`src/rtl/cpu_step_ctrl_pkg.sv`:
```
// rtl/cpu_step_ctrl_pkg.sv - shared types and constants for the CPU step controller
package cpu_step_ctrl_pkg;

    localparam int RATIO_W = 32;

    typedef enum logic [1:0] {
        ST_STOP = 2'd0,
        ST_RUN  = 2'd1,
        ST_STEP = 2'd2,
        ST_HALT = 2'd3
    } state_t;

    // A ratio of zero would never tick, so it is promoted to one.
    function automatic logic [RATIO_W-1:0] norm_ratio(input logic [RATIO_W-1:0] r);
        return (r == '0) ? RATIO_W'(1) : r;
    endfunction

endpackage

```
`src/rtl/cpu_step_ctrl_if.sv`:
```
// rtl/cpu_step_ctrl_if.sv - control/status bundle between the step controller and its host
interface cpu_step_ctrl_if;
    import cpu_step_ctrl_pkg::*;

    logic               run_sw;
    logic               step_btn;
    logic               halt_req;
    logic               ratio_load;
    logic [RATIO_W-1:0] ratio_value;
    logic               cpu_en;
    logic [1:0]         state;

    modport master (
        output run_sw, step_btn, halt_req, ratio_load, ratio_value,
        input  cpu_en, state
    );

    modport slave (
        input  run_sw, step_btn, halt_req, ratio_load, ratio_value,
        output cpu_en, state
    );

endinterface

```
`src/rtl/cpu_step_ctrl_step_debounce.sv`:
```
// rtl/cpu_step_ctrl_step_debounce.sv - step button synchronizer, optional debounce (CPU_STEP_CTRL_DEBOUNCE_EN), press pulse
module step_debounce #(
    parameter int DEBOUNCE_CYCLES = 4
) (
    input  logic clock,
    input  logic n_reset,
    input  logic btn,
    output logic press
);

    logic sync1;
    logic sync2;
    logic level;
    logic level_d;

    always_ff @(posedge clock) begin
        if (!n_reset) begin
            sync1   <= 1'b0;
            sync2   <= 1'b0;
            level_d <= 1'b0;
            press   <= 1'b0;
        end else begin
            sync1   <= btn;
            sync2   <= sync1;
            level_d <= level;
            press   <= level & ~level_d;
        end
    end

`ifdef CPU_STEP_CTRL_DEBOUNCE_EN
    localparam int DB_LAST = (DEBOUNCE_CYCLES > 1) ? DEBOUNCE_CYCLES - 1 : 0;
    localparam int DB_W    = (DB_LAST > 0) ? $clog2(DB_LAST + 1) : 1;

    logic [DB_W-1:0] db_cnt;

    // The level only follows sync2 after it has disagreed for DEBOUNCE_CYCLES cycles in a row.
    always_ff @(posedge clock) begin
        if (!n_reset) begin
            db_cnt <= '0;
            level  <= 1'b0;
        end else if (sync2 == level) begin
            db_cnt <= '0;
        end else if (db_cnt == DB_W'(DB_LAST)) begin
            db_cnt <= '0;
            level  <= sync2;
        end else begin
            db_cnt <= db_cnt + DB_W'(1);
        end
    end
`else
    logic unused_db;

    assign unused_db = (DEBOUNCE_CYCLES > 0);
    assign level     = sync2;
`endif

endmodule

```
`src/rtl/cpu_step_ctrl.sv`:
```
// rtl/cpu_step_ctrl.sv - CPU run/step/halt enable generator; CPU_STEP_CTRL_DEBOUNCE_EN enables step debounce
module cpu_step_ctrl
    import cpu_step_ctrl_pkg::*;
#(
    parameter int RATIO           = 2,
    parameter int DEBOUNCE_CYCLES = 4
) (
    input  logic           clock,
    input  logic           n_reset,
    cpu_step_ctrl_if.slave bus
);

    localparam logic [RATIO_W-1:0] RATIO_RST = norm_ratio(RATIO_W'(RATIO));

    state_t             cur_state;
    state_t             nxt_state;
    logic [RATIO_W-1:0] ratio;
    logic [RATIO_W-1:0] count;
    logic [RATIO_W-1:0] count_nxt;
    logic               tick;
    logic               en;
    logic               press;

    step_debounce #(
        .DEBOUNCE_CYCLES (DEBOUNCE_CYCLES)
    ) u_step_debounce (
        .clock   (clock),
        .n_reset (n_reset),
        .btn     (bus.step_btn),
        .press   (press)
    );

    assign tick = (count == ratio - RATIO_W'(1));

    // The counter only advances while staying in RUN; any exit or ratio load zeroes it.
    always_comb begin
        nxt_state = cur_state;
        en        = 1'b0;
        count_nxt = '0;
        case (cur_state)
            ST_STOP: begin
                if (bus.run_sw)
                    nxt_state = ST_RUN;
                else if (press)
                    nxt_state = ST_STEP;
            end
            ST_RUN: begin
                if (bus.halt_req)
                    nxt_state = ST_HALT;
                else if (!bus.run_sw)
                    nxt_state = ST_STOP;
                else if (!bus.ratio_load) begin
                    en        = tick;
                    count_nxt = tick ? '0 : count + RATIO_W'(1);
                end
            end
            ST_STEP: begin
                en        = 1'b1;
                nxt_state = bus.halt_req ? ST_HALT : ST_STOP;
            end
            ST_HALT: begin
                if (!bus.run_sw)
                    nxt_state = ST_STOP;
            end
            default: nxt_state = ST_STOP;
        endcase
    end

    always_ff @(posedge clock) begin
        if (!n_reset) begin
            cur_state <= ST_STOP;
            count     <= '0;
            ratio     <= RATIO_RST;
        end else begin
            cur_state <= nxt_state;
            count     <= count_nxt;
            if (bus.ratio_load)
                ratio <= norm_ratio(bus.ratio_value);
        end
    end

    assign bus.cpu_en = en;
    assign bus.state  = cur_state;

endmodule

```
`src/flat_wrapper.sv`:
```
// flat-port wrapper written by rule: the top's interface ports become plain ports
module cpu_step_ctrl_flat import cpu_step_ctrl_pkg::*;
#(
    parameter int RATIO           = 2,
    parameter int DEBOUNCE_CYCLES = 4
)
  (clock, n_reset, bus_run_sw, bus_step_btn, bus_halt_req, bus_ratio_load, bus_ratio_value, bus_cpu_en, bus_state);
  cpu_step_ctrl_if bus_i ();
  input  logic clock;
  input  logic n_reset;
  input wire logic [$bits(bus_i.run_sw)-1:0] bus_run_sw;
  input wire logic [$bits(bus_i.step_btn)-1:0] bus_step_btn;
  input wire logic [$bits(bus_i.halt_req)-1:0] bus_halt_req;
  input wire logic [$bits(bus_i.ratio_load)-1:0] bus_ratio_load;
  input wire logic [$bits(bus_i.ratio_value)-1:0] bus_ratio_value;
  output wire logic [$bits(bus_i.cpu_en)-1:0] bus_cpu_en;
  output wire logic [$bits(bus_i.state)-1:0] bus_state;
  assign bus_i.run_sw = bus_run_sw;
  assign bus_i.step_btn = bus_step_btn;
  assign bus_i.halt_req = bus_halt_req;
  assign bus_i.ratio_load = bus_ratio_load;
  assign bus_i.ratio_value = bus_ratio_value;
  assign bus_cpu_en = bus_i.cpu_en;
  assign bus_state = bus_i.state;
  cpu_step_ctrl #(.RATIO(RATIO), .DEBOUNCE_CYCLES(DEBOUNCE_CYCLES)) u_core (.clock(clock), .n_reset(n_reset), .bus(bus_i));
endmodule
```
`config.mk`:
```
export PLATFORM = sky130hd
export DESIGN_NAME = cpu_step_ctrl_flat
export DESIGN_NICKNAME = d
export VERILOG_FILES = /design/src/rtl/cpu_step_ctrl_pkg.sv /design/src/rtl/cpu_step_ctrl_if.sv /design/src/rtl/cpu_step_ctrl_step_debounce.sv /design/src/rtl/cpu_step_ctrl.sv /design/src/flat_wrapper.sv
export SDC_FILE = /design/constraint.sdc
export NUM_CORES = 1
export LEC_CHECK = 0
export CORE_MARGIN = 5
export CORE_UTILIZATION = 63
export CTS_CLUSTER_DIAMETER = 150
export DETAILED_ROUTE_END_ITERATION = 7
export GPL_ROUTABILITY_DRIVEN = 0
export PLACE_DENSITY = 0.86
export SYNTH_ARGS = -nofsm -noshare
export SYNTH_HDL_FRONTEND = slang
export SYNTH_SLANG_ARGS = --single-unit
```
`constraint.sdc`:
```
create_clock -name clock -period 5.9 [get_ports clock]
set_clock_uncertainty 0.05 [all_clocks]
set_input_delay 1.475 -clock clock [delete_from_list [all_inputs] [get_ports clock]]
set_output_delay 1.475 -clock clock [all_outputs]
set_load 0.005 [all_outputs]
```
==> results_dict.tcl <==
set metrics [dict create \
    grt_max_degree 42 \
    utilization_pct 72.8 \
    drv_cap 0 \
    setup_violations 0 \
    final_layout_size_suffix_gt1_share_pct 12.8 \
    cts_setup_buffers 0 \
    finalCritPeriodShare_pct 86.2 \
    start_kind "flip-flop" \
    final_cells 653 \
    seq_area_frac_synth_pct 30.7 \
    synth_cells 526 \
    clk_pin_slew_worst_paths_ns 0.08 \
    yosysTopAreaCellShare_pct 30.7 \
    finalWirelength_um 11200 \
    die_h_um 95.1 \
    synth_nets 571 \
    die_w_um 95.1 \
    netlist_top_cells_count "dfxtp_1 (70), nand2_1 (49), xnor2_1 (45)" \
    regToRegStartpoint "u_core.ratio[2]" \
    cp.required_ns 4.38 \
    leakage_uw 0.00186 \
    synth_flop_cell "dfxtp_1" \
    slew_headroom_pct 35.5 \
    crit_slowest_cell "nor4_2" \
    synth_cell_types 63 \
    boundaryPins 41 \
    via_per_inst 6.04 \
    worst_hold_slack_ns 0.354 \
    grt_pass1_wl_um 18300 \
    cp_slowest_stage_delay_ns 0.63 \
    async_flop_share_pct 0 \
    status "completed" \
    die_area_mm2 0.00905 \
    ctsHoldBuffers 0 \
    core_area_mm2 0.00714 \
    vdd_drop_max_uv 111 \
    worst_pin_slew_ns 0.967 \
    fin_ws_ns 0.812 \
    worstSetupEndpoint "bus_cpu_en" \
    root_buffer "clkbuf_8" \
    dr_total_vias 3941 \
    drtIter0Drc 331 \
    ys_ff_latch 70 \
    h-tree-depth 3 \
    start_util_pct 64.0 \
    critical_path_class "reg2out" \
    synth-edff-count 0 \
    path_buf_inv 1 \
    dp_slack_ns 1.15 \
    cts_tree "yes" \
    cts_sinks 70 \
    hp-class "reg2reg" \
    reg2regPathDepth 8 \
    crit_arrival_ns 3.56 \
    drc_errors 0 \
    synth_area_per_cell_um2 8.68 \
    synth_most_common_cell "dfxtp_1" \
    rsz0062_at_grt "false" \
    firstDrtPassIters 5 \
    synth_warnings 0 \
    synth_top_area_cell "dfxtp_1" \
    report.final.slew_viol_count 0 \
    cp_max_fo 8 \
    r2r-end "u_core.count[24]" \
    critPathCaptureType "primary output" \
    antenna_cells 0 \
    nets 595 \
    path_depth 8 \
    powerDensity_mw_per_mm2 220 \
    ant_nets 0 \
    period_needed_ns 5.09 \
    place_inst 638 \
    grt.overflow.total 0 \
    syn_to_final_growth_pct 13.8 \
    insertion_delay_ns 0.35 \
    startpoint "u_core.ratio[2]" \
    syn_area_mm2 0.00456 \
    grt_pass1_vias 3838 \
    cts_buffers 9 \
    cp_top_family "simple AND/OR/NAND/NOR gates" \
    tns_ns 0 \
    wl_per_cell_um 17.1 \
    antenna_found_initial 0 \
    yosys-top-cells-area "dfxtp_1 (31%), xnor2_1 (8.6%), mux2i_1 (7.2%), a21oi_2 (5.9%), nor2b_1 (4.8%)" \
    r2r_setup_slack_ns 2.21 \
    clockBufferDepth 2 \
    track_usage_pct 25.8 \
    portBuffers 40 \
    cts_resized 0 \
    num_rows 31 \
    hold_path_depth 1 \
    worstPathCellList "nor4_2 -> nand4_2 -> or4_1 -> and2_1 -> nor4bb_1 -> nand4_1 -> o21ai_1 -> clkdlybuf4s50_1" \
    hold_violations 0 \
    dp_hpwl_um 8080 \
    fmax_ghz 0.197 \
]
==> kinds of logic after synthesis <==
family	Yosys count	synth area share, %
buf+inv	41	4.22
compound gates	78	13.6
fa+ha+maj	7	1.92
flops	70	30.7
xor+xnor	69	13.2
simple gates	227	28.8
mux	34	7.48
==> cells in the final DEF (no fill, tap or decap), drive strengths merged, types with 2 or more instances in the layout <==
cell | Yosys | layout
or3 | 6 | 6
nand3 | 16 | 16
nand3b | 3 | 3
buf | 7 | 6
o211ai | 4 | 4
and3 | 6 | 6
inv | 9 | 9
xor2 | 24 | 24
nor2b | 35 | 35
a41oi | 2 | 2
nand2b | 3 | 3
xnor2 | 45 | 45
and2 | 8 | 8
a211oi | 3 | 3
nand2 | 49 | 49
nor4 | 23 | 23
and4 | 3 | 3
nor4bb | 3 | 3
a21oi | 37 | 37
or2 | 2 | 2
a22oi | 3 | 3
clkdlybuf4s50 | 0 | 39
nor3 | 13 | 13
nor2 | 23 | 23
clkbuf | 25 | 10
clkinvlp | 0 | 2
o31ai | 2 | 2
ha | 7 | 7
or4 | 7 | 7
nor4b | 3 | 3
a21boi | 2 | 2
o21ai | 10 | 10
nand4 | 20 | 20
mux2i | 33 | 33
bufinv | 0 | 2
dfxtp | 70 | 70
a2111oi | 3 | 3
==> worst min path at each step <==
stage / slack, ns / from / end
floorplan: 0.32 / u_core.u_step_debounce.level_d / u_core.u_step_debounce.press
global placement: 0.33 / u_core.u_step_debounce.level_d / u_core.u_step_debounce.press
detailed placement: 0.35 / u_core.u_step_debounce.level_d / u_core.u_step_debounce.press
CTS: 0.36 / u_core.u_step_debounce.level_d / u_core.u_step_debounce.press
global route: 0.36 / u_core.u_step_debounce.level_d / u_core.u_step_debounce.press
finish: 0.35 / u_core.u_step_debounce.level_d / u_core.u_step_debounce.press
==> final cells by class <==
class	count	area (µm²)
repair buffers	45	433
clock inverters	5	83.8
well taps	99	124
flip-flops and latches	70	1400
fillers	556	1940
multi-input cells	415	2980
clock buffers	10	138
inverters	9	33.8
==> state kept, by name (all words and copies together) (netlist names) <==
register                        cells
u_core.u_step_debounce.press        1
u_core.u_step_debounce.level        1
u_core.u_step_debounce.sync1        1
u_core.bus.state                    2
u_core.count                       32
u_core.u_step_debounce.level_d      1
u_core.ratio                       32
==> routing by layer <==
| layer | wire length [µm] | GRT usage, % | up-vias |
|---|---|---|---|
| li1 | - | - | 1927 |
| met1 | 5060 | 35.1 | 1843 |
| met2 | 5180 | 41.5 | 152 |
| met3 | 750 | 3.39 | 19 |
| met4 | 187 | 9.98 | 0 |
| met5 | 0 | 0 | - |
==> per-stage QoR <==
stage               power [µW]  cell area (µm²)
floorplan                  651             4560
global placement           708             4970
detailed placement         714             4970
CTS                       1150             5190
global route              1190             5190
finish                    1140             5190
==> power breakdown <==
group	total [µW]	switching [µW]	internal, µW
Sequential	516	27.8	488
Clock	435	188	248
Combinational	191	98.0	93.4
Power figures use the tool's default switching activity.
